===== src/rtl/bus_arbiter_decoder.sv =====
// Round-robin arbiter for N_MASTERS requesters onto one peripheral register bus, with region decode.
// Optional ISSUE timeout when BUS_ARBITER_TIMEOUT_EN is defined.
module bus_arbiter_decoder #(
    parameter int unsigned N_MASTERS      = 2,
    parameter int unsigned N_REGIONS      = 3,
    parameter logic [31:0] BASE_ADDR      = 32'h43c00000,
    parameter logic [31:0] REGION_SIZE    = 32'h1000,
    parameter int unsigned TIMEOUT_CYCLES = 255
) (
    input  logic                      clock,
    input  logic                      reset,
    input  logic [N_MASTERS-1:0]      m_valid,
    input  logic [N_MASTERS-1:0]      m_we,
    input  logic [32*N_MASTERS-1:0]   m_addr,
    input  logic [32*N_MASTERS-1:0]   m_wdata,
    output logic [N_MASTERS-1:0]      m_ready,
    output logic [N_MASTERS-1:0]      m_resp_valid,
    output logic [31:0]               m_resp_data,
    output logic                      m_resp_err,
    output logic                      s_valid,
    output logic [N_REGIONS-1:0]      s_sel,
    output logic                      s_we,
    output logic [31:0]               s_addr,
    output logic [31:0]               s_wdata,
    input  logic                      s_ack,
    input  logic [31:0]               s_rdata
);

    localparam int unsigned GW  = $clog2(N_MASTERS);
    localparam int unsigned RSH = $clog2(REGION_SIZE);

    if (N_MASTERS < 2 || N_MASTERS > 8 || N_REGIONS < 1 ||
        (REGION_SIZE & (REGION_SIZE - 32'd1)) != 32'd0 || TIMEOUT_CYCLES == 0) begin : g_param_check
        $error("bus_arbiter_decoder: illegal parameter set");
    end

    typedef enum logic [1:0] {IDLE, ISSUE, RESP} state_t;

    state_t               state, state_n;
    logic [GW-1:0]        last_grant, grant_q, winner, cand;
    logic                 found;
    logic [31:0]          win_addr, off, idx;
    logic                 in_range;
    logic [N_REGIONS-1:0] dec_sel, sel_q;
    logic [31:0]          addr_q, wdata_q, data_q;
    logic                 we_q, err_q;
    logic                 timeout_hit;

`ifdef BUS_ARBITER_TIMEOUT_EN
    localparam int unsigned CNT_W = ($clog2(TIMEOUT_CYCLES + 1) > 8) ? $clog2(TIMEOUT_CYCLES + 1) : 8;
    logic [CNT_W-1:0] cnt;

    // cnt holds the number of completed ISSUE cycles; the current one makes TIMEOUT_CYCLES
    assign timeout_hit = (cnt == CNT_W'(TIMEOUT_CYCLES - 1));

    always_ff @(posedge clock) begin
        if (reset || state != ISSUE) cnt <= '0;
        else if (!s_ack)             cnt <= cnt + 1'b1;
    end
`else
    assign timeout_hit = 1'b0;
`endif

    // Search upward from last_grant+1, wrapping modulo N_MASTERS.
    always_comb begin
        winner = '0;
        found  = 1'b0;
        cand   = '0;
        for (int unsigned k = 1; k <= N_MASTERS; k++) begin
            cand = GW'((32'(last_grant) + k) % N_MASTERS);
            if (!found && m_valid[cand]) begin
                found  = 1'b1;
                winner = cand;
            end
        end
    end

    assign win_addr = m_addr[32*winner +: 32];
    assign off      = win_addr - BASE_ADDR;
    assign idx      = off >> RSH;
    assign in_range = (win_addr >= BASE_ADDR) && (idx < N_REGIONS);

    always_comb begin
        dec_sel = '0;
        for (int unsigned r = 0; r < N_REGIONS; r++) dec_sel[r] = (idx == r);
    end

    always_ff @(posedge clock) begin
        if (reset) state <= IDLE;
        else       state <= state_n;
    end

    always_comb begin
        state_n      = state;
        m_ready      = '0;
        m_resp_valid = '0;
        m_resp_data  = '0;
        m_resp_err   = 1'b0;
        s_valid      = 1'b0;
        s_sel        = '0;
        s_we         = 1'b0;
        s_addr       = '0;
        s_wdata      = '0;
        case (state)
            IDLE: begin
                if (found) begin
                    m_ready[winner] = 1'b1;
                    state_n         = in_range ? ISSUE : RESP;
                end
            end
            ISSUE: begin
                s_valid = 1'b1;
                s_sel   = sel_q;
                s_we    = we_q;
                s_addr  = addr_q;
                s_wdata = wdata_q;
                if (s_ack || timeout_hit) state_n = RESP;
            end
            RESP: begin
                m_resp_valid[grant_q] = 1'b1;
                m_resp_data           = data_q;
                m_resp_err            = err_q;
                state_n               = IDLE;
            end
            default: state_n = IDLE;
        endcase
    end

    always_ff @(posedge clock) begin
        if (reset) begin
            last_grant <= GW'(N_MASTERS - 1);
            grant_q    <= '0;
            addr_q     <= '0;
            wdata_q    <= '0;
            we_q       <= 1'b0;
            sel_q      <= '0;
            data_q     <= '0;
            err_q      <= 1'b0;
        end else begin
            case (state)
                IDLE: begin
                    if (found) begin
                        grant_q <= winner;
                        addr_q  <= win_addr;
                        wdata_q <= m_wdata[32*winner +: 32];
                        we_q    <= m_we[winner];
                        sel_q   <= dec_sel;
                        data_q  <= '0;
                        err_q   <= !in_range;
                    end
                end
                ISSUE: begin
                    if (s_ack) begin
                        data_q <= we_q ? '0 : s_rdata;
                        err_q  <= 1'b0;
                    end else if (timeout_hit) begin
                        data_q <= '0;
                        err_q  <= 1'b1;
                    end
                end
                RESP: last_grant <= grant_q;
                default: ;
            endcase
        end
    end

endmodule

===== config.mk =====
export PLATFORM = sky130hd
export DESIGN_NAME = bus_arbiter_decoder
export DESIGN_NICKNAME = d
export VERILOG_FILES = /design/src/rtl/bus_arbiter_decoder.sv
export SDC_FILE = /design/constraint.sdc
export NUM_CORES = 1
export LEC_CHECK = 0
export BUFFER_PORTS_ARGS = -buffer_cell sky130_fd_sc_hd__buf_2
export CAP_MARGIN = 10
export CORE_AREA = 2 2 119 110
export CTS_BUF_LIST = sky130_fd_sc_hd__clkbuf_2 sky130_fd_sc_hd__clkbuf_4 sky130_fd_sc_hd__clkbuf_8
export DETAILED_ROUTE_END_ITERATION = 8
export DIE_AREA = 0 0 121 112
export GPL_ROUTABILITY_DRIVEN = 1
export PLACE_DENSITY = 0.83
export SLEW_MARGIN = 20
export SYNTH_ARGS = -nofsm -noshare
export SYNTH_HDL_FRONTEND = slang
export SYNTH_SLANG_ARGS = --single-unit

===== constraint.sdc =====
create_clock -name clock -period 1.72 [get_ports clock]
set_clock_uncertainty 0.15 [all_clocks]
set_input_delay 0 -clock clock [delete_from_list [all_inputs] [get_ports clock]]
set_output_delay 0 -clock clock [all_outputs]
set_load 0.05 [all_outputs]

==> metrics.md <==
| Metric | Value |
|---|---|
| Max Cap Viol | 0 |
| Post-DRT Antenna Nets | 0 |
| Syn_nets | 747 |
| Fin. max-slew vios | 0 |
| Clock transition at path regs | about 0.10 ns |
| First-pass GRT wire length | between 30 and 40 mm |
| Ports | 273 |
| 1st-iter DRT viols | 659 |
| Total grt overflow | 0 |
| Drt via density | 5.77 |
| Dpl ws | between 0.03 and 0.04 ns |
| Critical path endpoint category | primary output |
| Synth Instances | 580 |
| Critical R2R Launch | state[0]$_SDFFE_PP0P_ |
| Worst setup path start | state[1]$_SDFFE_PP0P_ |
| Final core occ | 0.789 |
| CTS tree | built |
| Clock root buffer | clkbuf_8 |
| Area of all placed cells without fillers | roughly 10000 µm² |
| Most used cell, CP | buf_6 |
| Max-Slew Margin vs Limit | 0.615 |
| Initial antenna violation count | 2 |
| Vias in the first global route | around 6400 |
| HP Start | m_valid[1] |
| Slowest library cell on the worst path | dfxtp_2 |
| Yosys top cell area share | 0.436 |
| Peak VDD IR | approximately 0.53 mV |
| Port Buffers | 272 |
| Layout cell share with drive strength beyond 1 | 0.399 |
| H-Tree Level Count | 3 |
| Critical path, cell by cell | buf_6 -> nor2b_4 -> buf_6 -> buf_12 -> and2_1 -> buf_6 |
| Min-Delay Path Class | in2reg |
| Sum of buffers and inverters on the critical path | 4 |
| Hold Slack | about 0.048 ns |
| Fillers | between 600 and 700 |
| Worst-path maximum fanout | 16 |
| Final min period | 1.75 ns |
| Max Fclk | between 500 and 600 MHz |
| Area Growth Syn to Fin | 102% |
| Avg Cell Area, Syn | around 8.3 µm² |
| RSZ-0062 raised after global routing | true |
| Die Footprint | 13600 µm² |
| Critical path launch point type | flip-flop |
| Clock Sinks | approximately 110 |
| CP Data Required Time | around 1.6 ns |
| TritonCTS buffer count | 9 |
| Dominant cells by area after synthesis | dfxtp_1 44%, and2_1 13%, nand2_1 7.8% |
| Outcome | finished with violations |
| Fin nets | 1189 |
| Final hold vios | 0 |
| Yosys cell types | 37 |
| Slew @ Worst Pin | a little under 0.6 ns |
| Final Setup Violations | 10 |
| Clock Path Buffers | 2 |
| Largest net degree at the start of global routing | between 50 and 60 |
| Pwr per Cell Area | approximately 570 nW/µm² |
| #FFs+latches synth | roughly 110 |
| Dpl cells | 984 |
| Post-synthesis instance area | 4820 µm² |
| Hpwl dp | 10.7 mm |
| Area leader, netlist | dfxtp_1 |
| Setup ws final | -0.0333 ns |
| Via Count | 6879 |
| Setup CP Type | reg2out |
| Cell Rows | 39 |
| CP peak stage delay | ~0.34 ns |
| GRT Total Usage | 0.312 |
| DRC Markers | 0 |
| Chip width | about 120 µm |
| Leakage | ~4.3 nW |
| Height of the die | about 110 µm |
| PnR Total Power | 5.59 mW |
| Clock Latency Late Sink | roughly 0.37 ns |
| Core area | between 10000 and 15000 µm² |
| Initial Utilization | 0.390 |
| Global placement routability congestion | a little over 0.8 |
| Post-route setup TNS | -0.119 ns |
| Failing checks | setup timing |
| Ys Warns | 0 |
| Dpl cell area | about 6400 µm² |
| First-pass DRT Iterations | 7 |
| Tcrit/Tclk final | 1.02 |
| Avg WL per Cell | around 21 µm |
| WL final | between 20 and 30 mm |
| Crit path DAT | about 1.6 ns |
| Sequential cell area fraction in the yosys report | 0.436 |
| Critical path's top delay family | buffers and inverters |
| Final Non-Filler Cells | 1193 |
==> report_power, final <==
part | leakage, nW | switching (mW) | internal [mW] | total, mW
Clock | 0.0895 | 0.935 | 0.583 | 1.52
Combinational | 3.37 | 0.674 | 0.722 | 1.40
Sequential | 0.863 | 0.0965 | 2.58 | 2.68
Total | 4.32 | 1.71 | 3.89 | 5.59
==> per-layer routing <==
layer	wire length [µm]	GRT usage	share of wire
met1	8920	0.335	0.35
met4	1800	0.192	0.071
met2	12400	0.537	0.49
met5	0	0	0
met3	2410	0.0907	0.095
==> registers in the layout, indices dropped and copies added (netlist names) <==
name and count:
err_q 1, addr_q 32, state 2, wdata_q 32, we_q 1, data_q 32
last_grant 1, grant_q 1, sel_q 3
==> what timing repair did <==
item,4_1_cts,5_1_grt
hold buffers,164,0
endpoints found under the hold margin,102,0
resized for setup,198,150
gates cloned,3,13
pin swaps,6,26
buffers inserted,8,4
endpoints found under the setup margin,103,171
==> worst register-to-register path: cells and delay by family, from the launching register on <==
family                 cells  cell delay [ns]
DFF                        1             0.37
and+or+nand+nor            2             0.47
AOI/OAI and AO/OA          2             0.35
buffers and inverters      2             0.31
==> cell usage in the layout (no fill, tap or decap), types with 4 or more instances in the layout <==
cell type	count
buf_2	169
dlygate4sd3_1	164
dfxtp_1	102
nand2_1	99
buf_6	62
and2_4	55
buf_8	48
and2_1	47
nor2_1	36
a21oi_1	34
a22oi_1	31
a22o_1	31
a311oi_1	30
buf_4	18
clkbuf_8	10
buf_12	10
clkbuf_16	7
inv_1	5
nor3_1	5
nand3_1	4
and3_4	4
nor4_1	4
==> cell type report <==
cell class / instances / area [µm²] / share of cell area
well taps: 164 / 205 / 0.0211
clock buffers: 10 / 138 / 0.0141
multi-input cells: 421 / 2740 / 0.282
flip-flops and latches: 105 / 2110 / 0.216
clock inverters: 6 / 50.0 / 0.00514
inverters: 5 / 18.8 / 0.00193
diodes: 2 / 5.00 / 0.000514
repair buffers: 480 / 4470 / 0.459
==> worst paths after layout <==
kind / slack, ns / to / cells after the start
hold reg to reg: 0.30 / wdata_q[19]$_SDFFE_PP0P_ / 2
setup reg to reg: -0.03 / wdata_q[10]$_SDFFE_PP0P_ / 6
setup / recovery: -0.03 / s_addr[11] / 6
hold / removal: 0.05 / addr_q[30]$_SDFFE_PP0P_ / 4
==> cells by family after synthesis <==
family / after synthesis / synth area share
simple gates: 271 / 0.283
compound gates: 147 / 0.229
flops: 105 / 0.436
buf+inv: 57 / 0.0517
==> Yosys cell counts (all sizes together) <==
master	number
nor3b	2
nand4b	1
nand2	100
or3	2
inv	5
or2	2
buf	17
o22ai	1
nor2b	2
nor4	4
a32o	1
a21bo	1
o31ai	3
nand4	2
o22a	1
nor2	38
dfxtp	105
a221oi	1
a311oi	32
a21oi	35
a22o	31
a31oi	3
o2bb2ai	3
and2	102
clkbuf	35
a21boi	1
and3	1
and4	2
nor3	6
a22oi	33
a211o	1
nor4b	3
nand3	4
(Power assumes the default switching activity.)
